File: src/rtl/vga_timing_pkg.sv
// Shared 640x480 timing constants and the framebuffer scheduler state encoding.
package vga_timing_pkg;

    localparam int H_DISPLAY = 640;
    localparam int H_TOTAL   = 800;
    localparam int V_DISPLAY = 480;
    localparam int V_TOTAL   = 525;

    typedef enum logic [1:0] {
        IDLE  = 2'd0,
        FETCH = 2'd1,
        WAIT  = 2'd2
    } sched_state_t;

endpackage

File: src/rtl/vga_fb_scheduler_line_buffer.sv
// One framebuffer row of cells: synchronous write port, asynchronous read port.
module vga_fb_scheduler_line_buffer #(
    parameter int DEPTH  = 80,
    parameter int DATA_W = 4,
    parameter int IDX_W  = 7
) (
    input  logic              clk,
    input  logic              we,
    input  logic [IDX_W-1:0]  widx,
    input  logic [DATA_W-1:0] wdata,
    input  logic [IDX_W-1:0]  ridx,
    output logic [DATA_W-1:0] rdata
);

    logic [DATA_W-1:0] cells_q [DEPTH];

    // Contents intentionally survive reset; stale cells are overwritten by the next fetch.
    always_ff @(posedge clk) begin
        if (we && (widx <= IDX_W'(DEPTH - 1))) begin
            cells_q[widx] <= wdata;
        end
    end

    assign rdata = (ridx <= IDX_W'(DEPTH - 1)) ? cells_q[ridx] : '0;

endmodule

File: src/rtl/vga_fb_scheduler.sv
// Arbitrates a single-port framebuffer RAM between per-row prefetch during
// horizontal blanking and host writes, and scans the prefetched row out as pixels.
module vga_fb_scheduler
    import vga_timing_pkg::*;
#(
    parameter int FB_W   = 80,
    parameter int FB_H   = 60,
    parameter int SCALE  = 8,
    parameter int DATA_W = 4,
    parameter int ADDR_W = 13
) (
    input  logic              clk,
    input  logic              reset,
    input  logic [9:0]        h_count,
    input  logic [9:0]        v_count,
    input  logic              display_en,
    input  logic              host_req,
    input  logic [ADDR_W-1:0] host_addr,
    input  logic [DATA_W-1:0] host_data,
    output logic              host_ready,
    output logic [ADDR_W-1:0] mem_addr,
    output logic              mem_we,
    output logic [DATA_W-1:0] mem_wdata,
    input  logic [DATA_W-1:0] mem_rdata,
    output logic [DATA_W-1:0] pixel_out,
    output logic              pixel_en,
    output logic              fetch_busy
);

    localparam int SHIFT = $clog2(SCALE);
    localparam int IDX_W = $clog2(FB_W);
    localparam int CELLS = FB_W * FB_H;

    sched_state_t      state_q, state_d;
    logic [IDX_W-1:0]  idx_q, idx_d;
    logic [IDX_W-1:0]  wr_idx_q, wr_idx_d;
    logic              wr_vld_q, wr_vld_d;
    logic [ADDR_W-1:0] base_q, base_d;
    logic [DATA_W-1:0] pixel_out_q, pixel_out_d;
    logic              pixel_en_q, pixel_en_d;

    logic [9:0]        next_v_s;
    logic [9:0]        row_s;
    logic [ADDR_W-1:0] row_ext_s;
    logic [ADDR_W-1:0] row_base_s;
    logic              trigger_s;
    logic [IDX_W-1:0]  col_s;
    logic [DATA_W-1:0] lb_rdata_s;

    // Fetch trigger: first line of each SCALE-line band, fired at the start of hblank.
    always_comb begin
        next_v_s   = (v_count >= 10'(V_TOTAL - 1)) ? 10'd0 : v_count + 10'd1;
        trigger_s  = (h_count == 10'(H_DISPLAY)) && (next_v_s < 10'(V_DISPLAY)) &&
                     ((next_v_s & 10'(SCALE - 1)) == 10'd0);
        row_s      = next_v_s >> SHIFT;
        row_ext_s  = ADDR_W'(row_s);
        if (FB_W == 80) begin
            row_base_s = (row_ext_s << 6) + (row_ext_s << 4);
        end else begin
            row_base_s = row_ext_s * ADDR_W'(FB_W);
        end
    end

    // Scheduler next-state and RAM port mux; the host only owns the RAM in IDLE without a trigger.
    always_comb begin
        state_d    = state_q;
        idx_d      = idx_q;
        base_d     = base_q;
        host_ready = 1'b0;
        mem_addr   = '0;
        mem_we     = 1'b0;
        mem_wdata  = '0;
        fetch_busy = 1'b0;
        if (reset) begin
            state_d = IDLE;
        end else begin
            case (state_q)
                IDLE: begin
                    if (trigger_s) begin
                        state_d = FETCH;
                        idx_d   = '0;
                        base_d  = row_base_s;
                    end else begin
                        host_ready = 1'b1;
                        if (host_req) begin
                            mem_addr  = host_addr;
                            mem_wdata = host_data;
                            mem_we    = (host_addr < ADDR_W'(CELLS));
                        end else begin
                            mem_we = 1'b0;
                        end
                    end
                end
                FETCH: begin
                    fetch_busy = 1'b1;
                    mem_addr   = base_q + ADDR_W'(idx_q);
                    if (idx_q == IDX_W'(FB_W - 1)) begin
                        state_d = WAIT;
                    end else begin
                        idx_d = idx_q + IDX_W'(1);
                    end
                end
                WAIT: begin
                    fetch_busy = 1'b1;
                    state_d    = IDLE;
                end
                default: begin
                    state_d = IDLE;
                end
            endcase
        end
    end

    // Read-data capture pipeline and registered pixel path.
    always_comb begin
        wr_vld_d    = (state_q == FETCH);
        wr_idx_d    = idx_q;
        col_s       = IDX_W'(h_count >> SHIFT);
        pixel_out_d = display_en ? lb_rdata_s : '0;
        pixel_en_d  = display_en;
    end

    // State and pipeline registers.
    always_ff @(posedge clk) begin
        if (reset) begin
            state_q     <= IDLE;
            idx_q       <= '0;
            base_q      <= '0;
            wr_idx_q    <= '0;
            wr_vld_q    <= 1'b0;
            pixel_out_q <= '0;
            pixel_en_q  <= 1'b0;
        end else begin
            state_q     <= state_d;
            idx_q       <= idx_d;
            base_q      <= base_d;
            wr_idx_q    <= wr_idx_d;
            wr_vld_q    <= wr_vld_d;
            pixel_out_q <= pixel_out_d;
            pixel_en_q  <= pixel_en_d;
        end
    end

    vga_fb_scheduler_line_buffer #(
        .DEPTH  (FB_W),
        .DATA_W (DATA_W),
        .IDX_W  (IDX_W)
    ) u_line_buffer (
        .clk   (clk),
        .we    (wr_vld_q),
        .widx  (wr_idx_q),
        .wdata (mem_rdata),
        .ridx  (col_s),
        .rdata (lb_rdata_s)
    );

    assign pixel_out = pixel_out_q;
    assign pixel_en  = pixel_en_q;

endmodule

File: config.mk
export PLATFORM = sky130hd
export DESIGN_NAME = vga_fb_scheduler
export DESIGN_NICKNAME = d
export VERILOG_FILES = /design/src/rtl/vga_timing_pkg.sv /design/src/rtl/vga_fb_scheduler_line_buffer.sv /design/src/rtl/vga_fb_scheduler.sv
export SDC_FILE = /design/constraint.sdc
export NUM_CORES = 1
export LEC_CHECK = 0
export ABC_CLOCK_PERIOD_IN_PS = 3800
export BUFFER_PORTS_ARGS = -buffer_cell sky130_fd_sc_hd__buf_2
export CAP_MARGIN = 20
export CORE_ASPECT_RATIO = 0.9
export CORE_UTILIZATION = 45
export DETAILED_ROUTE_END_ITERATION = 10
export PLACE_DENSITY = 0.58
export SKIP_CTS_REPAIR_TIMING = 1
export SLEW_MARGIN = 5
export SYNTH_ARGS = -nofsm -noshare
export SYNTH_HDL_FRONTEND = slang
export SYNTH_SLANG_ARGS = --single-unit
export TNS_END_PERCENT = 10
File: constraint.sdc
create_clock -name clk -period 3.8 [get_ports clk]
set_clock_uncertainty 0.15 [all_clocks]
set_input_delay 0.76 -clock clk [delete_from_list [all_inputs] [get_ports clk]]
set_output_delay 0.76 -clock clk [all_outputs]
set_load 0.02 [all_outputs]
-- Yosys cells after proc, flatten, opt, wreduce, memory -nomap -nowiden
Memories as Yosys holds them, arrays and structs flattened. A register that Yosys moved wholly into a read port is not among the register bits.
Index checks and enable logic that the tools add are counted.
- register bits after elaboration: 31
- bits in writable memories: 320
- input bits: 45
- output and inout bits: 25
- word-level logic and storage cells: 62
- memories kept: 1
- memories (memory ; words ; bits a word ; rd ports ; clocked after memory_dff ; write ports ; RTL line ; RTL):
    u_line_buffer.cells_q ; 80 ; 4 ; 1 ; 1 ; 1 ; vga_fb_scheduler_line_buffer.sv:15 ; logic [DATA_W-1:0] cells_q [DEPTH];
- add/sub/neg operators: 4
- magnitude comparators: 5
- eq/ne operators: 7
- muxes and demuxes: 26
- bitwise operators: 2
- reduce and logical (&&, ||, !) cells: 11
- operators with widths (operator ; number):
    $mux 13 ; 3
    $pmux 13 s2 ; 1
    $mux 4 ; 4
    $le 7x7->1 const B ; 2
    $mux 7 ; 2
    $pmux 7 s2 ; 1
    $add 13x11->13 ; 1
    $add 13x7->13 ; 1
    $lt 13x13->1 const B ; 1
    $mux 1 ; 11
    $add 10x1->10 const B ; 1
    $eq 10x10->1 const B ; 1
    $ge 10x10->1 const B ; 1
    $logic_not 10->1 ; 1
    $lt 10x9->1 const B ; 1
    $mux 10 ; 1
    $add 7x1->7 const B ; 1
    $eq 7x7->1 const B ; 1
    $mux 2 ; 2
    $ne 2x2->1 const B ; 2
    $pmux 2 s2 ; 1
    $reduce_and 2->1 ; 2
    $logic_and 1x1->1 ; 3
    $reduce_and 3->1 ; 1
    other kinds (8) ; 9

-- Depth between registers and ports, before layout
- depth after elaboration: 8
- mapped depth: 11
- mapped depth without buffers: 11

-- By module
From an unflattened synthesis, not the netlist that was laid out.
- cells, all modules: 888
- area total of the unflattened synthesis: 14838.0 um^2
- by module, submodules not included (module ; times used ; cells each ; area an instance (um^2) ; sequential area each (um^2)):
    vga_fb_scheduler_line_buffer ; 1 ; 645 ; 12714.7 ; 9609.2
    vga_fb_scheduler ; 1 ; 243 ; 2123.3 ; 620.6

-- Worst setup path before layout
OpenSTA, ideal clock, no wires.
- kind: input to output
- start point: in v_count[8]
- end point: out mem_we
- arrival: 2943 ps
- path slack: -53 ps
- cell stages on the path: 7
- path through: or4_1 o31a_1 a31oi_1 o31a_1 buf_2 nand2_1 a211oi_1
- word-level cells in the longest chain between the ends: 8
- ends and longest elaborated chain (item ; RTL line ; RTL):
    start: declaration ; vga_fb_scheduler.sv:15 ; input logic [9:0] v_count,
    $add 10x1->10 / $ge 10x10->1 (equally long branches) ; vga_fb_scheduler.sv:52 ; next_v_s = (v_count >= 10'(V_TOTAL - 1)) ? 10'd0 : v_count + 10'd1;
    $mux 10 * ; vga_fb_scheduler.sv:52 ;
    $lt 10x9->1 ; vga_fb_scheduler.sv:53 ; trigger_s = (h_count == 10'(H_DISPLAY)) && (next_v_s < 10'(V_DISPLAY)) &&
    $logic_and 1x1->1 ; vga_fb_scheduler.sv:53 ;
    $logic_and 1x1->1 * ; vga_fb_scheduler.sv:53 ;
    $mux 1 * ; vga_fb_scheduler.sv:79 ; if (trigger_s) begin
    $mux 1 * ; vga_fb_scheduler.sv:77 ; case (state_q)
    $mux 1 * ; vga_fb_scheduler.sv:74 ; if (reset) begin
    end: declaration ; vga_fb_scheduler.sv:22 ; output logic mem_we,
Mark *: on every way between the ends. The rest lies on a longest branch, timed or not.

-- Final worst setup path
- start point: in h_count[5]
- end point: out mem_addr[10]
- word-level cells in the longest chain between the ends: 6
- ends and longest elaborated chain (item ; RTL line ; RTL):
    start: declaration ; vga_fb_scheduler.sv:14 ; input logic [9:0] h_count,
    $eq 10x10->1 ; vga_fb_scheduler.sv:53 ;
    $logic_and 1x1->1 (2 in series) ; vga_fb_scheduler.sv:53 ;
    $mux 13 ; vga_fb_scheduler.sv:79 ;
    $pmux 13 s2 ; vga_fb_scheduler.sv:77 ;
    $mux 13 ; vga_fb_scheduler.sv:74 ;
    end: declaration ; vga_fb_scheduler.sv:21 ; output logic [ADDR_W-1:0] mem_addr,
No other way between the ends.

==> out/metrics.cfg <==
[power_and_ir_drop]
power.leakage_nw=5.62
peakVddDrop_v=0.000277
sw_frac_of_total_pct=20.6
power.switching_mw=1.62
internal_power_mw=6.27
pwr-share-seq_pct=53.4
total_power_mw=7.89
power_density_nw_per_um2=468
comb_power_share_pct=5.3
power_frac_clock_pct=41.3

[global_routing]
grt_pass1_vias=8283
grt_max_degree=87
grt.overflow.total=0
antenna_found_initial=1
grt_pass1_wl_um=49400
grt_use_total_pct=19.8

[clock_network]
cts.sinks=351
clockBufferDepth=3
cts_buffers=36
cts.clk_slew.worst_paths_ns=0.06
cts_max_level=2
clock_latency_ns=0.51
cts_tree=built
root_buffer=clkbuf_16

[finish]
fin_area_um2=16900
area.growth.synth_to_final_pct=14.1
final_common_cell=edfxtp_1
fin_cells=1440
antenna_cells=0
drive_gt1_share_pct=23.2
nets=1061
fin_util_pct=52.5
mostFrequentLayoutCells=320 x edfxtp_1, 119 x nor2_1, 76 x mux4_2, 67 x buf_2, 37 x clkbuf_16

[logic_synthesis]
syn-cell-area_um2=14800
ys_ff_latch=351
synthTopCellsByArea=edfxtp_1 65%, mux4_2 12%, dfxtp_1 4.2%, nor2_1 3.0%, mux2i_1 2.2%
synthAdderAreaFrac_pct=1.37
avgSynthCellArea_um2=16.4
synth_top_family_by_area=multiplexers
ys_types=55
ys_async_sr_fraction_pct=0
yosysTopAreaCell=edfxtp_1
synth_nets=964
ys_warn_count=0
synth_xor_xnor_area_share_pct=0.829
synth_edf_count=320
synth.top_cell.area_share_pct=65.0
netlist_instances=904
muxShareOfSynthArea_pct=13.7
synth_compound_area_share_pct=4.80
synthSimpleGateAreaFrac_pct=8.61
synth_ff_type=edfxtp_1
yosysSeqAreaShare_pct=69.2

[die]
pin_count=70
initial_core_util_pct=46.0
die_w_um=193
fp.coreArea_um2=32100
die_h_um=174
rows=62
design.die.area_um2=33600

[drt]
drtIter0Drc=611
drc=1
vias=8281
wire_per_inst_um=22.4
drt_wl_total_um=32300
drt-pass1-iter-count=10
vias_per_cell=5.75
postRouteAntennaNets=0

[run_status]
outcome=finished, violations left
violations=design-rule violations

[hold_path]
hold_path.class=reg2reg

[setup_path]
rr_worst_depth=4
r2r_start=wr_idx_q[4]
crit_type=in2out
rrSetupSlack_ns=1.19
crit_path_end=mem_addr[10]
worstPathCellList=buf_2, or4_1, or3_4, o31a_1, buf_12, a32oi_1, nor2_1, buf_2
crit_fanout=15
crit_top_cell=buf_2
cp-start-kind=input pin
cp-startpoint=h_count[5]
critical-path-max-stage-delay_ns=0.55
cp_slowest_cell=or4_1
rr_endpoint=u_line_buffer.cells_q[6][0]
crit_path_end_kind=output port
arrival_ns=2.80
worst-endpoint-required_ns=2.89

[timing]
grt_setup_unrepaired=false
post-route-min-period_ns=3.71
slew_viol_final=0
hold_viol=0
fmax_mhz=270
slew_headroom_pct=42.2
fin_crit_sh_pct=97.6
setup-violations-final=0
worstMarginPinSlew_ns=0.866

[place]
dp_cells=1379
numPortBuffers=69
dp_hpwl_um=21100
dpl_cell_area_um2=15800
place_congestion=0.772

[run]
max_cap_violations=0

[worst max-delay path, delay by kind of cell]
kind | cells | cell delay (ns)
AOI/OAI and AO/OA | 2 | 0.52
buffers and inverters | 3 | 0.49
and+or+nand+nor | 3 | 1.01
[logic make-up after synthesis]
group | after synthesis
DFF | 351
adders and majority gates | 15
AOI/OAI and AO/OA | 102
xor gates and xnor gates | 14
muxes | 108
buffers and inverters | 52
and+or+nand+nor | 262
[routing by layer]
metal | vias to the layer above | global-route usage (%) | routed length [µm]
met5 | - | 0 | 0
met4 | 0 | 5.21 | 582
met3 | 42 | 3.35 | 1950
met2 | 259 | 30.8 | 15200
met1 | 4198 | 29.0 | 14600
li1 | 3782 | - | -
[power groups by stage]
stage,Combinational [mW],Sequential (mW),Clock [mW]
floorplan,0.235,4.30,0
CTS,0.423,4.21,3.33
global placement,0.419,4.29,0
detailed placement,0.423,4.29,0
finish,0.420,4.21,3.26
global route,0.457,4.21,3.47
[per-stage QoR]
step | TNS, ns | setup WS, ns | hold WS, ns
5_1_grt | 0 | 0.0139 | 0.337
6_report | 0 | 0.0901 | 0.323
3_3_place_gp | 0 | 0.0907 | 0.313
2_1_floorplan | -0.183 | -0.0457 | 0.294
4_1_cts | 0 | 0.0129 | 0.327
3_5_place_dp | 0 | 0.0349 | 0.318
[worst min-delay path by stage]
stage | from | end | cells past startpoint
final | base_q[12] | base_q[12] | 2
after global placement | base_q[12] | base_q[12] | 2
after floorplan | base_q[12] | base_q[12] | 2
after detailed placement | base_q[12] | base_q[12] | 2
after global routing | base_q[12] | base_q[12] | 2
after CTS | base_q[12] | base_q[12] | 2
[registers in the layout (all words and copies together) (netlist names)]
register               count
idx_q                      7
pixel_out                  4
wr_idx_q                   7
wr_vld_q                   1
base_q                     9
u_line_buffer.cells_q    320
pixel_en                   1
state_q                    2
[synth_stat cells (4+ instances only)]
cell	instances
xnor2_1	8
o311a_1	4
edfxtp_1	320
nor3b_1	6
o21ai_0	16
buf_2	11
a31oi_1	11
dfxtp_1	31
clkbuf_1	24
a211oi_1	5
a21oi_1	19
nand2b_1	9
nor3_1	7
inv_1	8
ha_1	13
xor2_1	6
nand3_1	27
nand2_1	32
nand4_1	4
nor2b_1	24
mux4_2	76
buf_1	7
a22oi_1	8
nor2_1	119
a21o_1	7
a32oi_1	13
or3_1	6
a221oi_1	5
a2111oi_0	4
mux2i_1	32
[final cells by class]
cell class | instances | area, µm²
inverter | 8 | 30.0
tap | 416 | 520
sequential | 351 | 10200
clock buffer | 51 | 998
timing repair buffer | 103 | 643
fill | 2643 | 15200
clock inverter | 10 | 75.1
multi-input combinational | 501 | 4370
Note: power is estimated with default switching activity, not from simulation.
